`config.mk`:
```
export PLATFORM = sky130hd
export DESIGN_NAME = store_buffer
export DESIGN_NICKNAME = d
export VERILOG_FILES = /design/src/rtl/stb_pkg.sv /design/src/rtl/stb_overlap_chk.sv /design/src/rtl/store_buffer.sv
export SDC_FILE = /design/constraint.sdc
export NUM_CORES = 1
export LEC_CHECK = 0
export ABC_AREA = 1
export CAP_MARGIN = 20
export CORE_ASPECT_RATIO = 0.8
export CORE_MARGIN = 10
export CORE_UTILIZATION = 48
export CTS_BUF_LIST = sky130_fd_sc_hd__clkbuf_8
export DETAILED_ROUTE_END_ITERATION = 16
export GPL_TIMING_DRIVEN = 0
export PLACE_DENSITY = 0.7
export SETUP_SLACK_MARGIN = 0.02
export SYNTH_ARGS = -nofsm -noshare
export SYNTH_HDL_FRONTEND = slang
export SYNTH_SLANG_ARGS = --single-unit
```
`constraint.sdc`:
```
create_clock -name clk -period 4.5 [get_ports clk]
set_input_delay 0.45 -clock clk [delete_from_list [all_inputs] [get_ports clk]]
set_output_delay 0.45 -clock clk [all_outputs]
set_load 0.005 [all_outputs]
```
`src/rtl/stb_pkg.sv`:
```
// ---------------------------------------------------------------------------
// stb_pkg
//   Shared definitions for the store buffer: data-memory op codes, the
//   access-size helper and the buffered entry type.
//   No ports (package).
// ---------------------------------------------------------------------------
package stb_pkg;

  localparam int STB_ADDR_W = 32;
  localparam int STB_DATA_W = 32;

  localparam logic [2:0] MEM_OP_LW  = 3'b000;
  localparam logic [2:0] MEM_OP_SW  = 3'b001;
  localparam logic [2:0] MEM_OP_LB  = 3'b010;
  localparam logic [2:0] MEM_OP_LBU = 3'b011;
  localparam logic [2:0] MEM_OP_SB  = 3'b100;
  localparam logic [2:0] MEM_OP_LH  = 3'b101;
  localparam logic [2:0] MEM_OP_LHU = 3'b110;
  localparam logic [2:0] MEM_OP_SH  = 3'b111;

  typedef struct packed {
    logic [STB_ADDR_W-1:0] addr;
    logic [STB_DATA_W-1:0] data;
    logic [2:0]            op;
  } stb_entry_t;

  // Number of bytes touched by a memory op (word, half or byte).
  function automatic logic [2:0] op_size(input logic [2:0] op);
    logic [2:0] size;
    unique case (op)
      MEM_OP_LW, MEM_OP_SW:              size = 3'd4;
      MEM_OP_LH, MEM_OP_LHU, MEM_OP_SH:  size = 3'd2;
      MEM_OP_LB, MEM_OP_LBU, MEM_OP_SB:  size = 3'd1;
      default:                           size = 3'd1;
    endcase
    return size;
  endfunction

endpackage

```
`src/rtl/stb_overlap_chk.sv`:
```
// ---------------------------------------------------------------------------
// stb_overlap_chk
//   Combinational byte-range overlap test between one buffered store and the
//   current load. Ranges are compared one bit wider than the address so an
//   access at the top of the address space cannot wrap to zero.
// Ports:
//   s_addr, s_op  in   store entry address and op
//   l_addr, l_op  in   load address and op
//   overlap       out  1 when the two byte ranges intersect
// ---------------------------------------------------------------------------
module stb_overlap_chk
  import stb_pkg::*;
#(
  parameter int ADDR_W = STB_ADDR_W
) (
  input  logic [ADDR_W-1:0] s_addr,
  input  logic [2:0]        s_op,
  input  logic [ADDR_W-1:0] l_addr,
  input  logic [2:0]        l_op,
  output logic              overlap
);

  logic [ADDR_W:0] s_lo;
  logic [ADDR_W:0] s_hi;
  logic [ADDR_W:0] l_lo;
  logic [ADDR_W:0] l_hi;

  always_comb begin
    s_lo    = {1'b0, s_addr};
    l_lo    = {1'b0, l_addr};
    s_hi    = s_lo + (ADDR_W+1)'(op_size(s_op));
    l_hi    = l_lo + (ADDR_W+1)'(op_size(l_op));
    overlap = (s_lo < l_hi) && (l_lo < s_hi);
  end

endmodule

```
`src/rtl/store_buffer.sv`:
```
// ---------------------------------------------------------------------------
// store_buffer
//   Posted-write store buffer in front of the data memory. Queues core stores
//   in a circular FIFO, drains one per cycle whenever no load needs the port,
//   and stalls loads that overlap a pending store.
//   Optional feature macro: STB_FWD_EN -- forwards a pending sw to a lw at the
//   identical address instead of stalling.
// Ports:
//   clk, rst                       clock, synchronous active-high reset
//   st_valid/st_ready/st_addr/st_data/st_op   store enqueue handshake
//   ld_valid/ld_addr/ld_op         load request
//   ld_stall, ld_data              load hold request and load result
//   mem_write_en/mem_op/mem_addr/mem_wdata/mem_rdata   data-memory port
//   empty                          no pending stores
//   ADDR_W/DATA_W must match the widths in stb_pkg.
// ---------------------------------------------------------------------------
module store_buffer
  import stb_pkg::*;
#(
  parameter int DEPTH  = 4,
  parameter int ADDR_W = STB_ADDR_W,
  parameter int DATA_W = STB_DATA_W
) (
  input  logic              clk,
  input  logic              rst,
  input  logic              st_valid,
  output logic              st_ready,
  input  logic [ADDR_W-1:0] st_addr,
  input  logic [DATA_W-1:0] st_data,
  input  logic [2:0]        st_op,
  input  logic              ld_valid,
  input  logic [ADDR_W-1:0] ld_addr,
  input  logic [2:0]        ld_op,
  output logic              ld_stall,
  output logic [DATA_W-1:0] ld_data,
  output logic              mem_write_en,
  output logic [2:0]        mem_op,
  output logic [ADDR_W-1:0] mem_addr,
  output logic [DATA_W-1:0] mem_wdata,
  input  logic [DATA_W-1:0] mem_rdata,
  output logic              empty
);

  localparam int PTR_W = $clog2(DEPTH);
  localparam int CNT_W = PTR_W + 1;

  logic [PTR_W-1:0] head_q, head_d;
  logic [PTR_W-1:0] tail_q, tail_d;
  logic [CNT_W-1:0] count_q, count_d;
  logic [DEPTH-1:0] valid_q, valid_d;
  stb_entry_t       entry_q [DEPTH];
  stb_entry_t       entry_d [DEPTH];

  logic [DEPTH-1:0] raw_overlap;
  logic [DEPTH-1:0] hit;
  logic             any_hit;
  logic             fwd_hit;
  logic             load_port;
  logic             drain;
  logic             enq;

  for (genvar i = 0; i < DEPTH; i++) begin : g_chk
    stb_overlap_chk #(.ADDR_W(ADDR_W)) u_chk (
      .s_addr  (entry_q[i].addr),
      .s_op    (entry_q[i].op),
      .l_addr  (ld_addr),
      .l_op    (ld_op),
      .overlap (raw_overlap[i])
    );
  end

  assign hit     = raw_overlap & valid_q;
  assign any_hit = |hit;

`ifdef STB_FWD_EN
  logic [PTR_W-1:0] scan_idx;
  logic [PTR_W-1:0] young_idx;
  logic             young_found;

  // Walk entries oldest to youngest so the last match seen is the youngest
  // overlapping store; only that one may legally supply the load's data.
  always_comb begin
    scan_idx    = head_q;
    young_idx   = head_q;
    young_found = 1'b0;
    for (int k = 0; k < DEPTH; k++) begin
      scan_idx = head_q + PTR_W'(k);
      if (hit[scan_idx]) begin
        young_found = 1'b1;
        young_idx   = scan_idx;
      end
    end
    fwd_hit = ld_valid && young_found && (ld_op == MEM_OP_LW) &&
              (entry_q[young_idx].op == MEM_OP_SW) &&
              (entry_q[young_idx].addr == ld_addr);
  end

  assign ld_data = fwd_hit ? entry_q[young_idx].data : mem_rdata;
`else
  assign fwd_hit = 1'b0;
  assign ld_data = mem_rdata;
`endif

  assign ld_stall  = ld_valid && any_hit && !fwd_hit;
  // A forwarded load does not need the memory, so the port stays free to drain.
  assign load_port = ld_valid && !ld_stall && !fwd_hit;
  // Gating with rst keeps discarded stores from reaching memory on the reset edge.
  assign drain     = !rst && !load_port && (count_q != '0);
  assign st_ready  = (count_q != CNT_W'(DEPTH));
  assign enq       = st_valid && st_ready;
  assign empty     = (count_q == '0);

  always_comb begin
    mem_write_en = 1'b0;
    mem_op       = MEM_OP_LW;
    mem_addr     = '0;
    mem_wdata    = '0;
    if (load_port) begin
      mem_op   = ld_op;
      mem_addr = ld_addr;
    end else if (drain) begin
      mem_write_en = 1'b1;
      mem_op       = entry_q[head_q].op;
      mem_addr     = entry_q[head_q].addr;
      mem_wdata    = entry_q[head_q].data;
    end
  end

  // Enqueue only at tail when not full and drain only at head when non-empty,
  // so the two never touch the same slot in one cycle.
  always_comb begin
    head_d  = head_q;
    tail_d  = tail_q;
    count_d = count_q;
    valid_d = valid_q;
    entry_d = entry_q;
    if (enq) begin
      entry_d[tail_q] = '{addr: st_addr, data: st_data, op: st_op};
      valid_d[tail_q] = 1'b1;
      tail_d          = tail_q + PTR_W'(1);
    end
    if (drain) begin
      valid_d[head_q] = 1'b0;
      head_d          = head_q + PTR_W'(1);
    end
    unique case ({enq, drain})
      2'b10:   count_d = count_q + CNT_W'(1);
      2'b01:   count_d = count_q - CNT_W'(1);
      default: count_d = count_q;
    endcase
  end

  always_ff @(posedge clk) begin
    if (rst) begin
      head_q  <= '0;
      tail_q  <= '0;
      count_q <= '0;
      valid_q <= '0;
    end else begin
      head_q  <= head_d;
      tail_q  <= tail_d;
      count_q <= count_d;
      valid_q <= valid_d;
    end
  end

  // Payload is qualified by valid_q, so it needs no reset.
  always_ff @(posedge clk) begin
    entry_q <= entry_d;
  end

endmodule

```
# [Yosys cells after proc, flatten, opt, wreduce, memory -nomap -nowiden]
# Memory sizes are Yosys's and may differ from the RTL's. A register that Yosys moved wholly into a read port is not among the register bits.
# Index checks and enable logic that the tools add are counted.
[word_totals] output_inout_bits=103 wordCells=104 romBits=192 ff_bits=279 mem_count=8 in_bits=138
[memory_table] name="(no name shown)" words=8 width=3 rd=1 rd_clocked_by_memory_dff=1 write_ports=0 line_no="stb_pkg.sv:30" rtl="unique case (op)"
[memory_table] name="(no name shown)" words=8 width=3 rd=1 rd_clocked_by_memory_dff=0 write_ports=0 line_no="stb_pkg.sv:30"
[memory_table] name="(no name shown)" words=8 width=3 rd=1 rd_clocked_by_memory_dff=1 write_ports=0 line_no="stb_pkg.sv:30"
[memory_table] name="(no name shown)" words=8 width=3 rd=1 rd_clocked_by_memory_dff=0 write_ports=0 line_no="stb_pkg.sv:30"
[memory_table] name="(no name shown)" words=8 width=3 rd=1 rd_clocked_by_memory_dff=1 write_ports=0 line_no="stb_pkg.sv:30"
[memory_table] name="(no name shown)" words=8 width=3 rd=1 rd_clocked_by_memory_dff=0 write_ports=0 line_no="stb_pkg.sv:30"
[memory_table] name="+2 memories"
[classes] n_bitwise=6 reduce_logical=19 order_cmp=15 mux=25 n_addsub=12 n_eq_ne=3
[op_table] operator="bitwise mux 268 bit" n=1
[op_table] operator="adder 32 x 3 -> 33 bit" n=8
[op_table] operator="less-than comparator 32 x 33 -> 1 bit" n=8
[op_table] operator="2-to-1 mux 67 bit" n=3
[op_table] operator="binary-select mux 67 bit (select 2 bit)" n=1
[op_table] operator="demux 67 bit (select 2 bit)" n=1
[op_table] operator="2-to-1 mux 32 bit" n=4
[op_table] operator="2-to-1 mux 3 bit" n=6
[op_table] operator="logical AND 1 bit" n=12
[op_table] operator="bitwise AND 4 bit" n=2
[op_table] operator="2-to-1 mux 4 bit" n=2
[op_table] operator="greater-or-equal comparator 3 bit (second input constant)" n=2
[op_table] operator="less-than comparator 2 x 3 -> 1 bit (second input constant)" n=2
[op_table] operator="NOT 2 -> 3 bit" n=2
[op_table] operator="one-hot mux 3 bit (2 select lines)" n=1
[op_table] operator="adder 2 x 1 -> 2 bit (second input constant)" n=2
[op_table] operator="demux 1 bit (select 2 bit)" n=2
[op_table] operator="greater-or-equal comparator 2 x 1 -> 1 bit (second input constant)" n=2
[op_table] operator="2-to-1 mux 1 bit" n=4
[op_table] operator="NOT 4 bit" n=1
[op_table] operator="bitwise OR 4 bit" n=1
[op_table] operator="OR reduction 4 bit" n=1
[op_table] operator="adder 3 x 1 -> 3 bit (second input constant)" n=1
[op_table] operator="zero test 1 bit" n=3
[op_table] operator="8 further kinds" n=8

# [Longest topological paths before layout]
# An unclocked memory read counts as a cell.
[depth] depth_word=14 ltp_mapped=38 depth_no_buf=38

# [By module]
# From an unflattened synthesis, not the netlist that was laid out.
[hier_totals] hier_cells=3040 hier_area_um2=24471.0
[by_module_without_submodules] module="store_buffer" cells_per_inst=995 area_per_inst_um2=11696.2 seq_area_each_um2=8267.9 n_inst=1
[by_module_without_submodules] module="stb_overlap_chk at g_chk[1].u_chk ..." cells_per_inst=530 area_per_inst_um2=3294.4 seq_area_each_um2=0.0 n_inst=2
[by_module_without_submodules] module="stb_overlap_chk at g_chk[2].u_chk" cells_per_inst=501 area_per_inst_um2=3145.5 seq_area_each_um2=0.0 n_inst=1
[by_module_without_submodules] module="stb_overlap_chk at g_chk[0].u_chk" cells_per_inst=484 area_per_inst_um2=3040.4 seq_area_each_um2=0.0 n_inst=1

# [Worst setup path before layout]
# OpenSTA, ideal clock, no wires.
[synth_path] kind="in2reg" from="input port ld_op[0]" to="register count_q[2]" setup_ns=0.122 setup_slack_ns=-0.227 stages=33 required_ns=4.378 path_buffers=0 arrival_time_ns=4.604 path_cell_list="inv_1 > a21oi_1 > nor2_1 > ha_1 > fa_1 > nand3_1 > nand2_1 > nand2_1 > nor2_1 > nand2_1 > nor4_1 > nand4_1 > nor4_1 > xor2_1 > ha_1 > a21oi_1 > o21bai_1 > nand2_1 > nand3_1 > nor2_1 > nand3_1 > nand2_2 > nor2_4 > nand2_8 > nand2_8 > inv_2 > ha_1 > inv_1 > fa_1 > a21oi_1 > o21ai_0 > o21ai_0 > a21oi_1"
[synth_between] elab_chain_cells=14 word_cells_on_any_way=28 cone_classes="add/sub: 4; order compare: 4; eq/ne: 2; mux: 1; bitwise: 1; reduce/logical: 12; memory: 4"
[synth_lines] element="from (decl)" line_no="store_buffer.sv:33" rtl="input logic [2:0] ld_op,"
[synth_lines] element="memory (8 x 3 bit)"
[synth_lines] element="adder 32 x 3 -> 33 bit" line_no="stb_overlap_chk.sv:32" rtl="l_hi = l_lo + (ADDR_W+1)'(op_size(l_op));"
[synth_lines] element="less-than comparator 32 x 33 -> 1 bit" line_no="stb_overlap_chk.sv:33" rtl="overlap = (s_lo < l_hi) && (l_lo < s_hi);"
[synth_lines] element="logical AND 1 bit" line_no="stb_overlap_chk.sv:33"
[synth_lines] element="bitwise AND 4 bit (*)" line_no="store_buffer.sv:72" rtl="assign hit = raw_overlap & valid_q;"
[synth_lines] element="OR reduction 4 bit (*)" line_no="store_buffer.sv:73" rtl="assign any_hit = |hit;"
[synth_lines] element="logical AND 1 bit (*)" line_no="store_buffer.sv:104" rtl="assign ld_stall = ld_valid && any_hit && !fwd_hit;"
[synth_lines] element="zero test 1 bit (*)" line_no="store_buffer.sv:106" rtl="assign load_port = ld_valid && !ld_stall && !fwd_hit;"
[synth_lines] element="logical AND 1 bit (*)" line_no="store_buffer.sv:106"
[synth_lines] element="zero test 1 bit (*)" line_no="store_buffer.sv:108" rtl="assign drain = !rst && !load_port && (count_q != '0);"
[synth_lines] element="logical AND 1 bit (*) (2 in a row)" line_no="store_buffer.sv:108"
[synth_lines] element="equality test 2 x 1 -> 1 bit or equality test 2 bit (tied branches)" line_no="store_buffer.sv:146" rtl="unique case ({enq, drain})"
[synth_lines] element="one-hot mux 3 bit (2 select lines) or nonzero test 2 bit (tied branches)"
[synth_lines] element="to (signal assigned)" line_no="store_buffer.sv:162" rtl="count_q <= count_d;"
[synth_lines] element="to (decl)" line_no="store_buffer.sv:49" rtl="logic [CNT_W-1:0] count_q, count_d;"
# Every way passes the cells marked *; elsewhere a longest branch is shown, timed or not.
# A chain may end at the register's enable or synchronous reset.

# [Final worst setup path]
[layout_path] from="input port ld_addr[2]" to="output port mem_addr[8]"
[layout_between] elab_chain_cells=13 word_cells_on_any_way=26 cone_classes="add/sub: 4; order compare: 8; mux: 2; bitwise: 1; reduce/logical: 11"
[layout_lines] element="from (decl)" line_no="store_buffer.sv:32" rtl="input logic [ADDR_W-1:0] ld_addr,"
[layout_lines] element="adder 32 x 3 -> 33 bit" line_no="stb_overlap_chk.sv:32"
[layout_lines] element="less-than comparator 32 x 33 -> 1 bit" line_no="stb_overlap_chk.sv:33"
[layout_lines] element="logical AND 1 bit" line_no="stb_overlap_chk.sv:33"
[layout_lines] element="bitwise AND 4 bit (*)" line_no="store_buffer.sv:72"
[layout_lines] element="OR reduction 4 bit (*)" line_no="store_buffer.sv:73"
[layout_lines] element="logical AND 1 bit (*)" line_no="store_buffer.sv:104"
[layout_lines] element="zero test 1 bit (*)" line_no="store_buffer.sv:106"
[layout_lines] element="logical AND 1 bit (*)" line_no="store_buffer.sv:106"
[layout_lines] element="zero test 1 bit" line_no="store_buffer.sv:108"
[layout_lines] element="logical AND 1 bit (2 in a row)" line_no="store_buffer.sv:108"
[layout_lines] element="2-to-1 mux 32 bit" line_no="store_buffer.sv:121" rtl="end else if (drain) begin"
[layout_lines] element="2-to-1 mux 32 bit (*)" line_no="store_buffer.sv:118" rtl="if (load_port) begin"
[layout_lines] element="to (decl)" line_no="store_buffer.sv:38" rtl="output logic [ADDR_W-1:0] mem_addr,"
# Marks and branches as above.

==> summary.md <==
| Metric | Value |
|---|---|
| Area enclosed by the die boundary | `54,500 sq um` |
| Cell type of the slowest stage on the worst timing path | `dlygate4sd2_1` |
| Quantity of I/O buffers inserted on ports | `208` |
| Number of buffers and inverters on the critical path | `8` |
| FMAX | `0.175 GHz` |
| Final Total Pwr | `8610 uW` |
| Most common flop cell mapped by yosys | `edfxtp_1` |
| Power density over the cells | `306 nW/um^2` |
| Clock tree root driver cell | `clkbuf_8` |
| Number of pins with negative max-slew slack in the final report | `0` |
| Startpoint Class | `input pin` |
| Worst-path fanout max | `6` |
| Yosys reg bits | `291` |
| Final number of hold-violating endpoints | `0` |
| Tightest hold margin | `396 ps` |
| Io pins | `241` |
| Worst path setup slack after routing | `-1200 ps` |
| Post-DP HPWL | `60,700 microns` |
| Syn Std Cell Area | `21,800 sq um` |
| Insertion delay of the later-clocked pin in the worst-skew pair | `710 ps` |
| Number of warnings issued by yosys | `0` |
| Worst EP required | `4050 ps` |
| Number of failing setup endpoints in the final timing report | `72` |
| Initial core utilization | `48.8%` |
| Total number of vias | `20.5k` |
| Post-synthesis sequential area ratio | `39.0%` |
| Die height | `211 microns` |
| Fillcell total | `3,744` |
| Die extent in x | `258 microns` |
| Distinct cells, synth | `48` |
| Placer's final routability congestion estimate | `1.00` |
| Antenna Nets Post-Route | `0` |
| Post-route fraction of the period consumed by the critical path | `127%` |
| Worst slew margin | `22.4%` |
| Worst-path clk slew | `60 ps` |
| Failing checks | `setup timing` |
| Max rail drop VDD | `0.273 mV` |
| Placed cell count | `3,360` |
| Cell leakage power | `0.0121 uW` |
| CTS tree | `yes` |
| Arrival time worst endpoint | `5250 ps` |
| Dpl ws | `-2650 ps` |
| Max capacitance violation total | `0` |
| Num CTS Buffers | `50` |
| Total routing resource utilization after global routing | `29.3%` |
| Leading cell types by total area after synthesis | `edfxtp_1, ha_1, nand2_1, a21oi_1, inv_1` |
| Routed wire per std cell | `23.0 microns` |
| Pin slew with the least headroom to its limit | `1160 ps` |
| Avg Cell Area, Syn | `8.59 sq um` |
| Fraction of layout cells with a size suffix above 1 | `18.7%` |
| Largest net degree at the start of global routing | `28` |
| Largest delay contributor family on the critical path | `simple AND/OR/NAND/NOR gates` |
| Initial antenna violation count | `4` |
| GRT overflow | `0` |
| Class of the most critical setup path | `input pin to output pin` |
| Area of the multi-input gates | `13,100 sq um` |
| Total number of clock tree sinks | `291` |
| Via count of the first global-routing pass | `20.1k` |
| Fraction of post-synthesis cell area in the top cell type by area | `36.9%` |
| Type of the tightest min-delay check | `input pin to flop` |
| Count of unresolved DRC violations after routing | `0` |
| Count of standard-cell rows | `69` |
| Unrepaired setup endpoints after global routing | `true` |
| Fin nets | `3,345` |
| Library cell with the largest summed area after synthesis | `edfxtp_1` |
| Register cell area after layout | `8510 sq um` |
| Final critical path time including I/O delays and setup | `5700 ps` |
| Violation count after the first detailed-route iteration | `2,128` |
| Synth async-reset ratio | `0%` |
| Number of levels in the clock H-tree | `2` |
| Clock Tree Buf Depth | `3` |
| Core Region | `44,700 sq um` |
| Post-synth EDFFs | `268` |
| Outcome | `finished with violations` |
| Area Growth Syn to Fin | `28.9%` |
| Initial DRT Pass Iterations | `7` |
| Post-route non-filler standard cell count | `3,575` |
| Net count after synthesis | `2,957` |
| Wire length of the first global-routing pass | `122,000 microns` |
| Peak per-stage delay on the critical path | `380 ps` |
| Setup crit end kind | `output pin` |
| Number of hold-repair buffers added at the cts stage | `0` |
| Per-cell via count in the routed design | `5.73` |
| Clock Skew | `59.6 ps` |
| Total detailed-routing wirelength | `82,300 microns` |
| Mapped Cells | `2,541` |
==> per-layer routing <==
metal | global-route usage [%] | vias to the layer above | part of all wire [%]
li1 | - | 9444 | -
met5 | 0 | - | 0.024
met3 | 8.11 | 192 | 12
met1 | 38.0 | 9754 | 40
met4 | 11.0 | 4 | 3.3
met2 | 45.8 | 1088 | 45
==> worst paths after layout <==
kind	startpoint	to	slack [ps]	depth (start not counted)
setup / recovery	ld_addr[2]	mem_addr[8]	-1200	30
hold / removal	st_addr[2]	entry_q[37]$_DFFE_PP_	400	1
setup reg to reg	entry_q[35]$_DFFE_PP_	count_q[2]$_SDFFE_PP0P_	-640	34
hold reg to reg	tail_q[1]$_SDFFE_PP0P_	tail_q[1]$_SDFFE_PP0P_	530	2
==> power breakdown <==
group	internal, uW	leakage (uW)	switching [uW]
combinational	1090	0.00888	1620
clock	1350	0.000579	1230
sequential	3160	0.00266	157
total	5600	0.0121	3010
==> registers in the layout, summed over array words and instances, names as in the netlist, named ones only <==
name     cells
valid_q      4
tail_q       2
head_q       2
entry_q    268
count_q      3
==> Yosys cell counts (6+ instances only) <==
master      n
buf_4      33
a21o_1      9
clkbuf_1   43
nor2_1    189
nand4_1    23
dfxtp_1    23
nand3_1   115
nor3_2     35
buf_6       7
a211oi_1    7
xnor2_1    36
nor3_1     41
nand2_1   644
o21ai_0   105
a32o_1      8
inv_1     243
edfxtp_1  268
nand3_2     8
o21bai_1    9
nor2_2     11
a21oi_1   216
xor2_1     96
nor4_1     10
o22ai_2    25
o21ai_2    13
fa_1        6
ha_1      272
==> area by class of cell <==
cell class	instances	share of cell area [%]
multi-input combinational	1914	46.6
inverter	249	3.43
clock buffer	50	2.45
sequential	291	30.2
timing repair buffer	338	11.4
clock inverter	44	1.24
tap	603	2.68
antenna	1	0.00889
buffer	85	1.99
==> logic make-up after synthesis <==
| group | after synthesis | synth area share, % |
|---|---|---|
| AOI/OAI and AO/OA | 403 | 10.9 |
| xor gates and xnor gates | 132 | 5.30 |
| adders and majority gates | 278 | 16.1 |
| buffers and inverters | 337 | 6.62 |
| DFF | 291 | 39.0 |
| and+or+nand+nor | 1100 | 22.1 |
==> metrics by stage <==
stage | setup TNS [ps] | util, % | instance area (sq um)
floorplan | -214 | - | 21900
global placement | -824970 | 55.3 | 24800
detailed placement | -174860 | 55.8 | 24900
CTS | -75980 | 62.3 | 27800
global route | -88310 | 62.9 | 28100
finish | -75810 | 62.9 | 28100
==> placed cells by master (no fill, tap or decap), drive strengths merged, types with 2 or more instances in the layout <==
cell           netlist  routed
o21ai              121     121
dlygate4sd2          0       6
or2                  2       2
nor3                76      76
fa                   6       6
a32o                 8       8
and3                 2       2
a211oi               7       7
o22ai               25      25
nand3b               2       2
clkbuf              43      95
a21o                 9       9
edfxtp             268     268
o21bai               9       9
nand4               23      23
xor2                96      96
bufinv               0       5
buf                 45     241
xnor2               36      36
clkdlybuf4s50        0     128
a31oi                4       4
dlymetal6s2s         0       2
nor2               205     205
nand2              652     653
a21oi              216     216
clkinv               1      21
ha                 272     272
nor4                10      10
dfxtp               23      23
nand3              123     123
and2                 2       2
inv                248     266
==> timing repair <==
| item | 4_1_cts | 5_1_grt |
|---|---|---|
| setup buffers | 97 | 25 |
| cloned | 8 | 0 |
| gates resized for setup | 546 | 65 |
| pin swaps | 65 | 60 |
| setup endpoints to repair | 78 | 78 |
No activity file was read; power rests on OpenSTA's default activity.
